[src/rtl/capture_buffer_arbiter_if.sv]
// capture_buffer_arbiter_if: capture input, host readout, status and RAM port signals
// of capture_buffer_arbiter; master is the environment side, slave the arbiter.
interface capture_buffer_arbiter_if #(
   parameter int DW = 16,
   parameter int AW = 8,
   parameter int FW = 8
);
   logic [DW-1:0] dbus;
   logic          wren;
   logic          rd_req;
   logic          rd_ack;
   logic          rd_valid;
   logic [DW-1:0] rd_data;
   logic          ovf_clr;
   logic          mem_en;
   logic          mem_we;
   logic [AW-1:0] mem_addr;
   logic [DW-1:0] mem_wdata;
   logic [DW-1:0] mem_rdata;
   logic [AW:0]   fill;
   logic          empty;
   logic          full;
   logic          overflow;
   logic [FW-1:0] frame_cnt;
   modport master (
      output dbus, wren, rd_req, ovf_clr, mem_rdata,
      input  rd_ack, rd_valid, rd_data, mem_en, mem_we, mem_addr, mem_wdata,
             fill, empty, full, overflow, frame_cnt
   );
   modport slave (
      input  dbus, wren, rd_req, ovf_clr, mem_rdata,
      output rd_ack, rd_valid, rd_data, mem_en, mem_we, mem_addr, mem_wdata,
             fill, empty, full, overflow, frame_cnt
   );
endinterface

[src/rtl/capture_buffer_arbiter.sv]
// capture_buffer_arbiter: shares one single-port capture RAM between the capture writer and a
// FIFO-order host reader. Define CAPTURE_WRAP_EN to overwrite the oldest word when FULL.
module capture_buffer_arbiter #(
   parameter int DW = 16,
   parameter int AW = 8,
   parameter int FW = 8
) (
   input logic clk,
   input logic rst_n,
   capture_buffer_arbiter_if.slave bus
);
   localparam logic [AW:0] DEPTH = {1'b1, {AW{1'b0}}};
   typedef enum logic [1:0] {IDLE, CAPT, RDWT} state_t;
   state_t        state, state_nx;
   logic [AW-1:0] wr_ptr, rd_ptr;
   logic [AW:0]   fill;
   logic [DW-1:0] rd_hold;
   logic [FW-1:0] frame_cnt;
   logic          full, wr_go, rd_go, frame_end, rd_valid, overflow;
   assign full     = fill == DEPTH;
   assign rd_valid = state == RDWT;
`ifdef CAPTURE_WRAP_EN
   assign wr_go = bus.wren;
`else
   assign wr_go = bus.wren & ~full;
`endif
   // Writes take the RAM in every state; a read is only issued from IDLE on a write-free cycle.
   always_comb begin
      state_nx  = IDLE;
      rd_go     = 1'b0;
      frame_end = 1'b0;
      case (state)
         IDLE: begin
            rd_go    = ~bus.wren & bus.rd_req & (fill != '0);
            state_nx = bus.wren ? CAPT : rd_go ? RDWT : IDLE;
         end
         CAPT: begin
            frame_end = ~bus.wren;
            state_nx  = bus.wren ? CAPT : IDLE;
         end
         default: state_nx = bus.wren ? CAPT : IDLE;
      endcase
   end
   always_ff @(posedge clk or negedge rst_n) begin
      if (!rst_n) begin
         state     <= IDLE;
         wr_ptr    <= '0;
         rd_ptr    <= '0;
         fill      <= '0;
         overflow  <= 1'b0;
         frame_cnt <= '0;
         rd_hold   <= '0;
      end else begin
         state <= state_nx;
         if (wr_go) wr_ptr <= wr_ptr + 1'b1;
         // An overwrite at FULL discards the oldest word, so the read pointer follows.
         if (rd_go || (wr_go && full)) rd_ptr <= rd_ptr + 1'b1;
         if (wr_go && !full) fill <= fill + 1'b1;
         else if (rd_go) fill <= fill - 1'b1;
         overflow <= (bus.wren & full) | (overflow & ~bus.ovf_clr);
         if (frame_end) frame_cnt <= frame_cnt + 1'b1;
         if (rd_valid) rd_hold <= bus.mem_rdata;
      end
   end
   // Combinational strobes are gated so nothing reaches the RAM or host while reset is held.
   assign bus.mem_en    = rst_n & (wr_go | rd_go);
   assign bus.mem_we    = rst_n & wr_go;
   assign bus.mem_addr  = bus.wren ? wr_ptr : rd_ptr;
   assign bus.mem_wdata = bus.dbus;
   assign bus.rd_ack    = rst_n & rd_go;
   assign bus.rd_valid  = rd_valid;
   assign bus.rd_data   = rd_valid ? bus.mem_rdata : rd_hold;
   assign bus.fill      = fill;
   assign bus.empty     = fill == '0;
   assign bus.full      = full;
   assign bus.overflow  = overflow;
   assign bus.frame_cnt = frame_cnt;
endmodule

[src/flat_wrapper.sv]
// flat-port wrapper written by rule: the top's interface ports become plain ports
module capture_buffer_arbiter_flat 
#(
   parameter int DW = 16,
   parameter int AW = 8,
   parameter int FW = 8
)
  (clk, rst_n, bus_dbus, bus_wren, bus_rd_req, bus_ovf_clr, bus_mem_rdata, bus_rd_ack, bus_rd_valid, bus_rd_data, bus_mem_en, bus_mem_we, bus_mem_addr, bus_mem_wdata, bus_fill, bus_empty, bus_full, bus_overflow, bus_frame_cnt);
  capture_buffer_arbiter_if #(.DW(DW), .AW(AW), .FW(FW)) bus_i ();
  input logic clk;
  input logic rst_n;
  input wire logic [$bits(bus_i.dbus)-1:0] bus_dbus;
  input wire logic [$bits(bus_i.wren)-1:0] bus_wren;
  input wire logic [$bits(bus_i.rd_req)-1:0] bus_rd_req;
  input wire logic [$bits(bus_i.ovf_clr)-1:0] bus_ovf_clr;
  input wire logic [$bits(bus_i.mem_rdata)-1:0] bus_mem_rdata;
  output wire logic [$bits(bus_i.rd_ack)-1:0] bus_rd_ack;
  output wire logic [$bits(bus_i.rd_valid)-1:0] bus_rd_valid;
  output wire logic [$bits(bus_i.rd_data)-1:0] bus_rd_data;
  output wire logic [$bits(bus_i.mem_en)-1:0] bus_mem_en;
  output wire logic [$bits(bus_i.mem_we)-1:0] bus_mem_we;
  output wire logic [$bits(bus_i.mem_addr)-1:0] bus_mem_addr;
  output wire logic [$bits(bus_i.mem_wdata)-1:0] bus_mem_wdata;
  output wire logic [$bits(bus_i.fill)-1:0] bus_fill;
  output wire logic [$bits(bus_i.empty)-1:0] bus_empty;
  output wire logic [$bits(bus_i.full)-1:0] bus_full;
  output wire logic [$bits(bus_i.overflow)-1:0] bus_overflow;
  output wire logic [$bits(bus_i.frame_cnt)-1:0] bus_frame_cnt;
  assign bus_i.dbus = bus_dbus;
  assign bus_i.wren = bus_wren;
  assign bus_i.rd_req = bus_rd_req;
  assign bus_i.ovf_clr = bus_ovf_clr;
  assign bus_i.mem_rdata = bus_mem_rdata;
  assign bus_rd_ack = bus_i.rd_ack;
  assign bus_rd_valid = bus_i.rd_valid;
  assign bus_rd_data = bus_i.rd_data;
  assign bus_mem_en = bus_i.mem_en;
  assign bus_mem_we = bus_i.mem_we;
  assign bus_mem_addr = bus_i.mem_addr;
  assign bus_mem_wdata = bus_i.mem_wdata;
  assign bus_fill = bus_i.fill;
  assign bus_empty = bus_i.empty;
  assign bus_full = bus_i.full;
  assign bus_overflow = bus_i.overflow;
  assign bus_frame_cnt = bus_i.frame_cnt;
  capture_buffer_arbiter #(.DW(DW), .AW(AW), .FW(FW)) u_core (.clk(clk), .rst_n(rst_n), .bus(bus_i));
endmodule
[config.mk]
export PLATFORM = sky130hd
export DESIGN_NAME = capture_buffer_arbiter_flat
export DESIGN_NICKNAME = d
export VERILOG_FILES = /design/src/rtl/capture_buffer_arbiter_if.sv /design/src/rtl/capture_buffer_arbiter.sv /design/src/flat_wrapper.sv
export SDC_FILE = /design/constraint.sdc
export NUM_CORES = 1
export LEC_CHECK = 0
export ABC_AREA = 1
export CAP_MARGIN = 0
export CORE_UTILIZATION = 45
export DETAILED_ROUTE_END_ITERATION = 8
export PLACE_DENSITY = 0.8
export REMOVE_ABC_BUFFERS = 1
export SLEW_MARGIN = 40
export SYNTH_ARGS = -nofsm -noshare
export SYNTH_HDL_FRONTEND = slang
export SYNTH_SLANG_ARGS = --single-unit
export TNS_END_PERCENT = 50
[constraint.sdc]
create_clock -name clk -period 2.9 [get_ports clk]
set_input_delay 0.435 -clock clk [delete_from_list [all_inputs] [get_ports clk]]
set_output_delay 0.435 -clock clk [all_outputs]
set_load 0.05 [all_outputs]
==> results.py, run 1 <==
metrics = {
    "yosys": {
        "synthTopCellsByCount": "nand2_1, dfrtp_1, inv_1",
        "ys_types": 33,
        "synth_top_area_share_pct": 45.9,
        "synth.area.top_cells": "dfrtp_1, nand2_1, ha_1",
        "syn_inst": 337,
        "yosysWarnings": 0,
        "synth_area_um2": 2840,
        "synthArstFlopShare_pct": 100,
        "synth_flop_cell": "dfrtp_1",
        "yosysMostFrequentCell": "nand2_1",
        "yosys.area.top_type": "dfrtp_1",
        "synth_seq_cells": 52,
        "synth_enable_flop_cells": 0,
        "avgSynthCellArea_um2": 8.42,
        "ys_seq_area_share_pct": 45.9,
    },
    "timing": {
        "clock_skew_ns": 0.00783,
        "finalCriticalPeriod_ns": 2.76,
        "period_share_pct": 95.3,
        "hold_viol_final": 0,
        "final-setup-viol-count": 0,
        "tns_ns": 0,
        "final-max-slew-violation-count": 0,
        "tightest_slew_ns": 0.653,
        "slew_headroom_pct": 56.4,
        "fmax_mhz": 362,
        "layout_setup_ws_ns": 0.137,
    },
    "worst_setup_path": {
        "critical_path_arrival_ns": 2.33,
        "r2r_slack_ns": 0.51,
        "worst_setup_path_start_kind": "flop",
        "rr_worst_depth": 15,
        "max_stage_delay_ns": 0.82,
        "critPathMaxFanout": 12,
        "path_buf_inv": 3,
        "worst_setup_path_end_kind": "primary output",
        "worst_r2r_endpoint": "u_core.bus.fill[8]$_DFFE_PN0P_",
        "critPathKind": "flop to primary output",
        "critical_path_required_ns": 2.47,
        "cp_top_family": "buffers and inverters",
        "cp_common_cell": "nand2_1",
        "cpMaxStageDelayCell": "clkdlybuf4s50_1",
        "reg2reg_from": "u_core.bus.fill[0]$_DFFE_PN0P_",
        "worstPathCellList": "inv_1, nor2_2, buf_4, nand2_1, nand2_1, clkdlybuf4s50_1",
    },
    "run": {
        "cap_viol_max_count": 0,
    },
    "route": {
        "drt_first_pass_iters": 4,
        "vias_per_cell": 4.88,
        "antenna_left": 0,
        "wl_per_cell_um": 13.5,
        "num_vias": 2305,
        "route.detailed.drc": 0,
        "first_iter_violations": 107,
        "drt_wl_total_um": 6360,
    },
    "pwr": {
        "power_density_nw_per_um2": 1010,
        "leakage_nw": 1.90,
        "p_total_mw": 3.77,
        "power.internal_mw": 2.00,
        "power_frac_seq_pct": 31.7,
        "pwr-share-comb_pct": 54.4,
        "power_switching_mw": 1.77,
        "p_sw_share_pct": 47.0,
        "clockPowerShare_pct": 13.9,
        "peakVddDrop_v": 0.000614,
    },
    "floorplanning": {
        "initial_core_util_pct": 47.4,
        "die_h_um": 81.4,
        "core_um2": 5990,
        "die_area_um2": 6630,
        "num_io_pins": 101,
        "die_x_um": 81.4,
        "placementRows": 28,
    },
    "clock_network": {
        "ctsHoldBuffers": 0,
        "cts.clk_slew.worst_paths_ns": 0.09,
        "htreeDepth": 2,
        "numCtsBuffers": 5,
        "clk_latency_ns": 0.31,
        "clkSinkCount": 52,
        "cts_root_buf": "clkbuf_8",
        "clk_path_buf_depth": 2,
        "cts_tree": "done",
    },
    "grt": {
        "grt_usage_pct": 21.3,
        "antenna_found_initial": 0,
        "grt_pass1_vias": 2303,
        "grt_max_degree": 53,
        "grt_pass1_wl_um": 10600,
        "overflow": 0,
    },
    "final_layout": {
        "postLayoutCoreUtil_pct": 62.4,
        "drive_gt1_share_pct": 11.3,
        "insertedDiodeCount": 0,
        "nFillCells": 495,
        "area_growth_pct": 31.8,
        "fin_nets": 444,
    },
    "worst_hold_path": {
        "min_path_type": "input port to async pin",
    },
    "place": {
        "hpwlAfterDp_um": 4780,
        "port_buffers": 68,
        "place_congestion": 0.847,
        "dpl_worst_slack_ns": 0.229,
    },
    "outcome": {
        "status": "complete, no violations",
    },
}
through the flow:
| stage | cell area, um2 | hold slack [ns] | std cells |
|---|---|---|---|
| floorplan | 2680 | 0.139 | 315 |
| global placement | 3590 | 0.451 | 463 |
| detailed placement | 3590 | 0.455 | 463 |
| CTS | 3720 | 0.300 | 471 |
| global route | 3740 | 0.335 | 472 |
| finish | 3740 | 0.271 | 472 |
power by group through the flow:
stage               Combinational (mW)  Clock, mW  Sequential, mW
finish                            2.05      0.524            1.20
floorplan                         1.04          0            1.50
global placement                  2.01          0            1.20
detailed placement                2.06          0            1.21
CTS                               2.07      0.541            1.19
global route                      2.22      0.582            1.23
worst max-delay path by stage:
| stage | startpoint | to | cells past startpoint |
|---|---|---|---|
| floorplan | u_core.bus.fill[0]$_DFFE_PN0P_ | bus_mem_en | 8 |
| global placement | bus_wren | u_core.bus.fill[8]$_DFFE_PN0P_ | 12 |
| detailed placement | bus_wren | u_core.bus.fill[8]$_DFFE_PN0P_ | 12 |
| CTS | u_core.state[1]$_DFF_PN0_ | bus_rd_data[9] | 6 |
| global route | u_core.state[1]$_DFF_PN0_ | bus_rd_data[0] | 7 |
| finish | u_core.state[1]$_DFF_PN0_ | bus_rd_data[12] | 6 |
state kept, by name, summed over array words and instances (netlist names):
register / cells
u_core.rd_hold: 16
u_core.bus.overflow: 1
u_core.rd_ptr: 8
u_core.bus.frame_cnt: 8
u_core.bus.fill: 9
u_core.wr_ptr: 8
u_core.state: 2
logic make-up after synthesis:
logic type | after synthesis | synth area share (%)
buffers and inverters | 53 | 9.96
and+or+nand+nor | 180 | 28.2
adders and majority gates | 11 | 5.11
xor gates and xnor gates | 23 | 7.10
AOI/OAI and AO/OA | 18 | 3.79
DFF | 52 | 45.9
per-layer routing:
| metal | track usage, % | wire, um | vias to the layer above |
|---|---|---|---|
| met4 | 6.96 | 65 | 0 |
| li1 | - | - | 1147 |
| met5 | 2.50 | 0 | - |
| met3 | 7.33 | 480 | 6 |
| met2 | 33.3 | 3040 | 74 |
| met1 | 27.3 | 2770 | 1078 |
cell type report:
type | count | area [um2] | share of cell area (%)
flip-flops and latches | 52 | 1300 | 34.8
multi-input cells | 232 | 1250 | 33.5
repair buffers | 74 | 843 | 22.5
inverters | 31 | 126 | 3.38
well taps | 75 | 93.8 | 2.51
clock buffers | 6 | 82.6 | 2.21
clock inverters | 2 | 38.8 | 1.04
layout by cell type (no fill, tap or decap), types with 7 or more instances in the layout:
master / netlist / layout
o21ai_0: 7 / 7
nand3_1: 15 / 15
buf_12: 0 / 11
clkdlybuf4s50_1: 0 / 51
nand2_1: 125 / 125
nor2_1: 21 / 21
xnor2_1: 9 / 9
ha_1: 10 / 10
inv_1: 29 / 28
dfrtp_1: 52 / 52
xor2_1: 14 / 14
repair_timing:
item	in CTS	in global routing
setup endpoints to repair	0	14
buffers inserted	0	1
gates resized for setup	0	6
Power figures use the tool's default switching activity.
==> run 2: changes to the inputs <==
Settings changed: CORE_ASPECT_RATIO set to 0.8.
==> results.py, run 2 (synthesized netlist as in run 1, its figures left out) <==
metrics = {
    "final_layout": {
        "seqCellArea_um2": 1300,
        "nFillCells": 525,
        "insertedDiodeCount": 0,
        "area_growth_pct": 29.4,
        "fin_nets": 441,
        "multiInputGateArea_um2": 1250,
        "layout_commonest_cell": "nand2_1",
        "top_regs": "u_core.rd_hold (16), u_core.bus.fill (9)",
        "drive_gt1_share_pct": 10.9,
        "layout_common_cells": "nand2_1, clkdlybuf4s50_1, dfrtp_1",
        "regMostFlops": "u_core.rd_hold",
        "stdcell_count": 475,
        "largest_reg_flops": 16,
    },
    "timing": {
        "tightest_slew_ns": 0.639,
        "final-max-slew-violation-count": 0,
        "final-setup-viol-count": 0,
        "hold_viol_final": 0,
        "layout_setup_ws_ns": 0.211,
        "whs_ns": 0.291,
        "tns_ns": 0,
        "slew_headroom_pct": 57.4,
        "period_share_pct": 92.7,
        "clock_skew_ns": 0.0109,
        "fmax_mhz": 372,
        "grt_setup_unrepaired": "false",
        "finalCriticalPeriod_ns": 2.69,
    },
    "clock_network": {
        "clk_latency_ns": 0.31,
        "htreeDepth": 2,
        "clk_path_buf_depth": 2,
        "cts_tree": "done",
        "cts_setup_buffers": 0,
        "cts-resized-gates": 0,
        "clkSinkCount": 52,
        "cts.clk_slew.worst_paths_ns": 0.10,
        "ctsHoldBuffers": 0,
        "cts_root_buf": "clkbuf_8",
        "numCtsBuffers": 5,
    },
    "worst_setup_path": {
        "worst_setup_path_end_kind": "primary output",
        "critPathMaxFanout": 16,
        "rr_worst_depth": 13,
        "worst_setup_path_start_kind": "flop",
        "critical_path_arrival_ns": 2.25,
        "critical_path_required_ns": 2.47,
        "r2r_slack_ns": 0.54,
        "critPathKind": "flop to primary output",
    },
    "pwr": {
        "clockPowerShare_pct": 11.5,
        "power.internal_mw": 1.89,
        "pwr-share-comb_pct": 55.6,
        "leakage_nw": 1.82,
        "power_density_nw_per_um2": 1010,
        "p_total_mw": 3.69,
        "power_switching_mw": 1.80,
        "peakVddDrop_v": 0.000509,
        "power_frac_seq_pct": 32.9,
        "p_sw_share_pct": 48.8,
    },
    "grt": {
        "grt_pass1_vias": 2292,
        "antenna_found_initial": 0,
        "grt_max_degree": 53,
        "grt_usage_pct": 21.2,
        "grt_pass1_wl_um": 11000,
        "overflow": 0,
    },
    "route": {
        "route.detailed.drc": 0,
        "wl_per_cell_um": 13.5,
        "drt_wl_total_um": 6430,
        "antenna_left": 0,
        "drt_first_pass_iters": 4,
        "vias_per_cell": 4.83,
        "num_vias": 2294,
        "first_iter_violations": 96,
    },
    "place": {
        "port_buffers": 68,
        "dpl_worst_slack_ns": 0.221,
        "dp_cells": 467,
        "hpwlAfterDp_um": 4750,
        "place_congestion": 0.902,
    },
    "floorplanning": {
        "placementRows": 25,
        "die_area_um2": 6630,
        "core_um2": 6010,
        "die_x_um": 90.8,
        "initial_core_util_pct": 47.3,
        "die_h_um": 73.0,
        "num_io_pins": 101,
    },
    "worst_hold_path": {
        "min_path_type": "input port to async pin",
    },
    "outcome": {
        "status": "complete, no violations",
    },
    "run": {
        "cap_viol_max_count": 0,
    },
}
## run 2: cell count changes in the layout (fill, tap and decap cells not counted), sizes merged
cell,change
bufinv,-1
dlymetal6s2s,-5
clkbuf,-1
buf,-1
clkdlybuf4s50,+3
inv,+2
## run 2: layout make-up
| type | instances | area share, % |
|---|---|---|
| Inverter | 31 | 3.34 |
| Multi-Input combinational cell | 232 | 34.1 |
| Tap cell | 81 | 2.76 |
| Clock inverter | 3 | 0.579 |
| Clock buffer | 5 | 1.87 |
| Timing Repair Buffer | 71 | 21.9 |
| Sequential cell | 52 | 35.4 |
## run 2: final timing paths
kind / startpoint / to
worst max-delay path: u_core.state[1]$_DFF_PN0_ / bus_rd_data[9]
worst min-delay path: rst_n / u_core.rd_ptr[0]$_DFFE_PN0P_
worst max register to register: u_core.bus.fill[0]$_DFFE_PN0P_ / u_core.bus.fill[6]$_DFFE_PN0P_
worst min register to register: u_core.rd_ptr[7]$_DFFE_PN0P_ / u_core.rd_ptr[7]$_DFFE_PN0P_
max in group asynchronous: rst_n / u_core.bus.fill[1]$_DFFE_PN0P_
min in group clk: u_core.rd_ptr[7]$_DFFE_PN0P_ / u_core.rd_ptr[7]$_DFFE_PN0P_
## run 2: per-stage QoR
stage | util (%) | instance area, um2
after floorplan | - | 2680
after global placement | 59.6 | 3580
after detailed placement | 59.6 | 3580
after CTS | 61.1 | 3670
after global routing | 61.1 | 3670
final | 61.1 | 3670
## run 2: power by group through the flow
stage | clock network [mW] | registers (mW) | logic, mW
global route | 0.458 | 1.26 | 2.21
CTS | 0.431 | 1.21 | 2.07
floorplan | 0 | 1.50 | 1.04
finish | 0.423 | 1.22 | 2.05
global placement | 0 | 1.21 | 2.01
detailed placement | 0 | 1.22 | 2.06
## run 2: per-layer routing
| metal | vias up | global-route usage, % | wire, um |
|---|---|---|---|
| met1 | 1050 | 27.6 | 2930 |
| met3 | 12 | 7.08 | 498 |
| met4 | 0 | 6.53 | 89 |
| met5 | - | 0 | 0 |
| li1 | 1142 | - | - |
| met2 | 90 | 33.8 | 2910 |
## run 2: worst max-delay path, cell delays in order (launching register included)
cell             delay (ns)
dfrtp_1                0.42
inv_1                  0.11
nor2_2                 0.05
inv_1                  0.35
nand2_1                0.10
nand2_1                0.11
clkdlybuf4s50_1        0.80
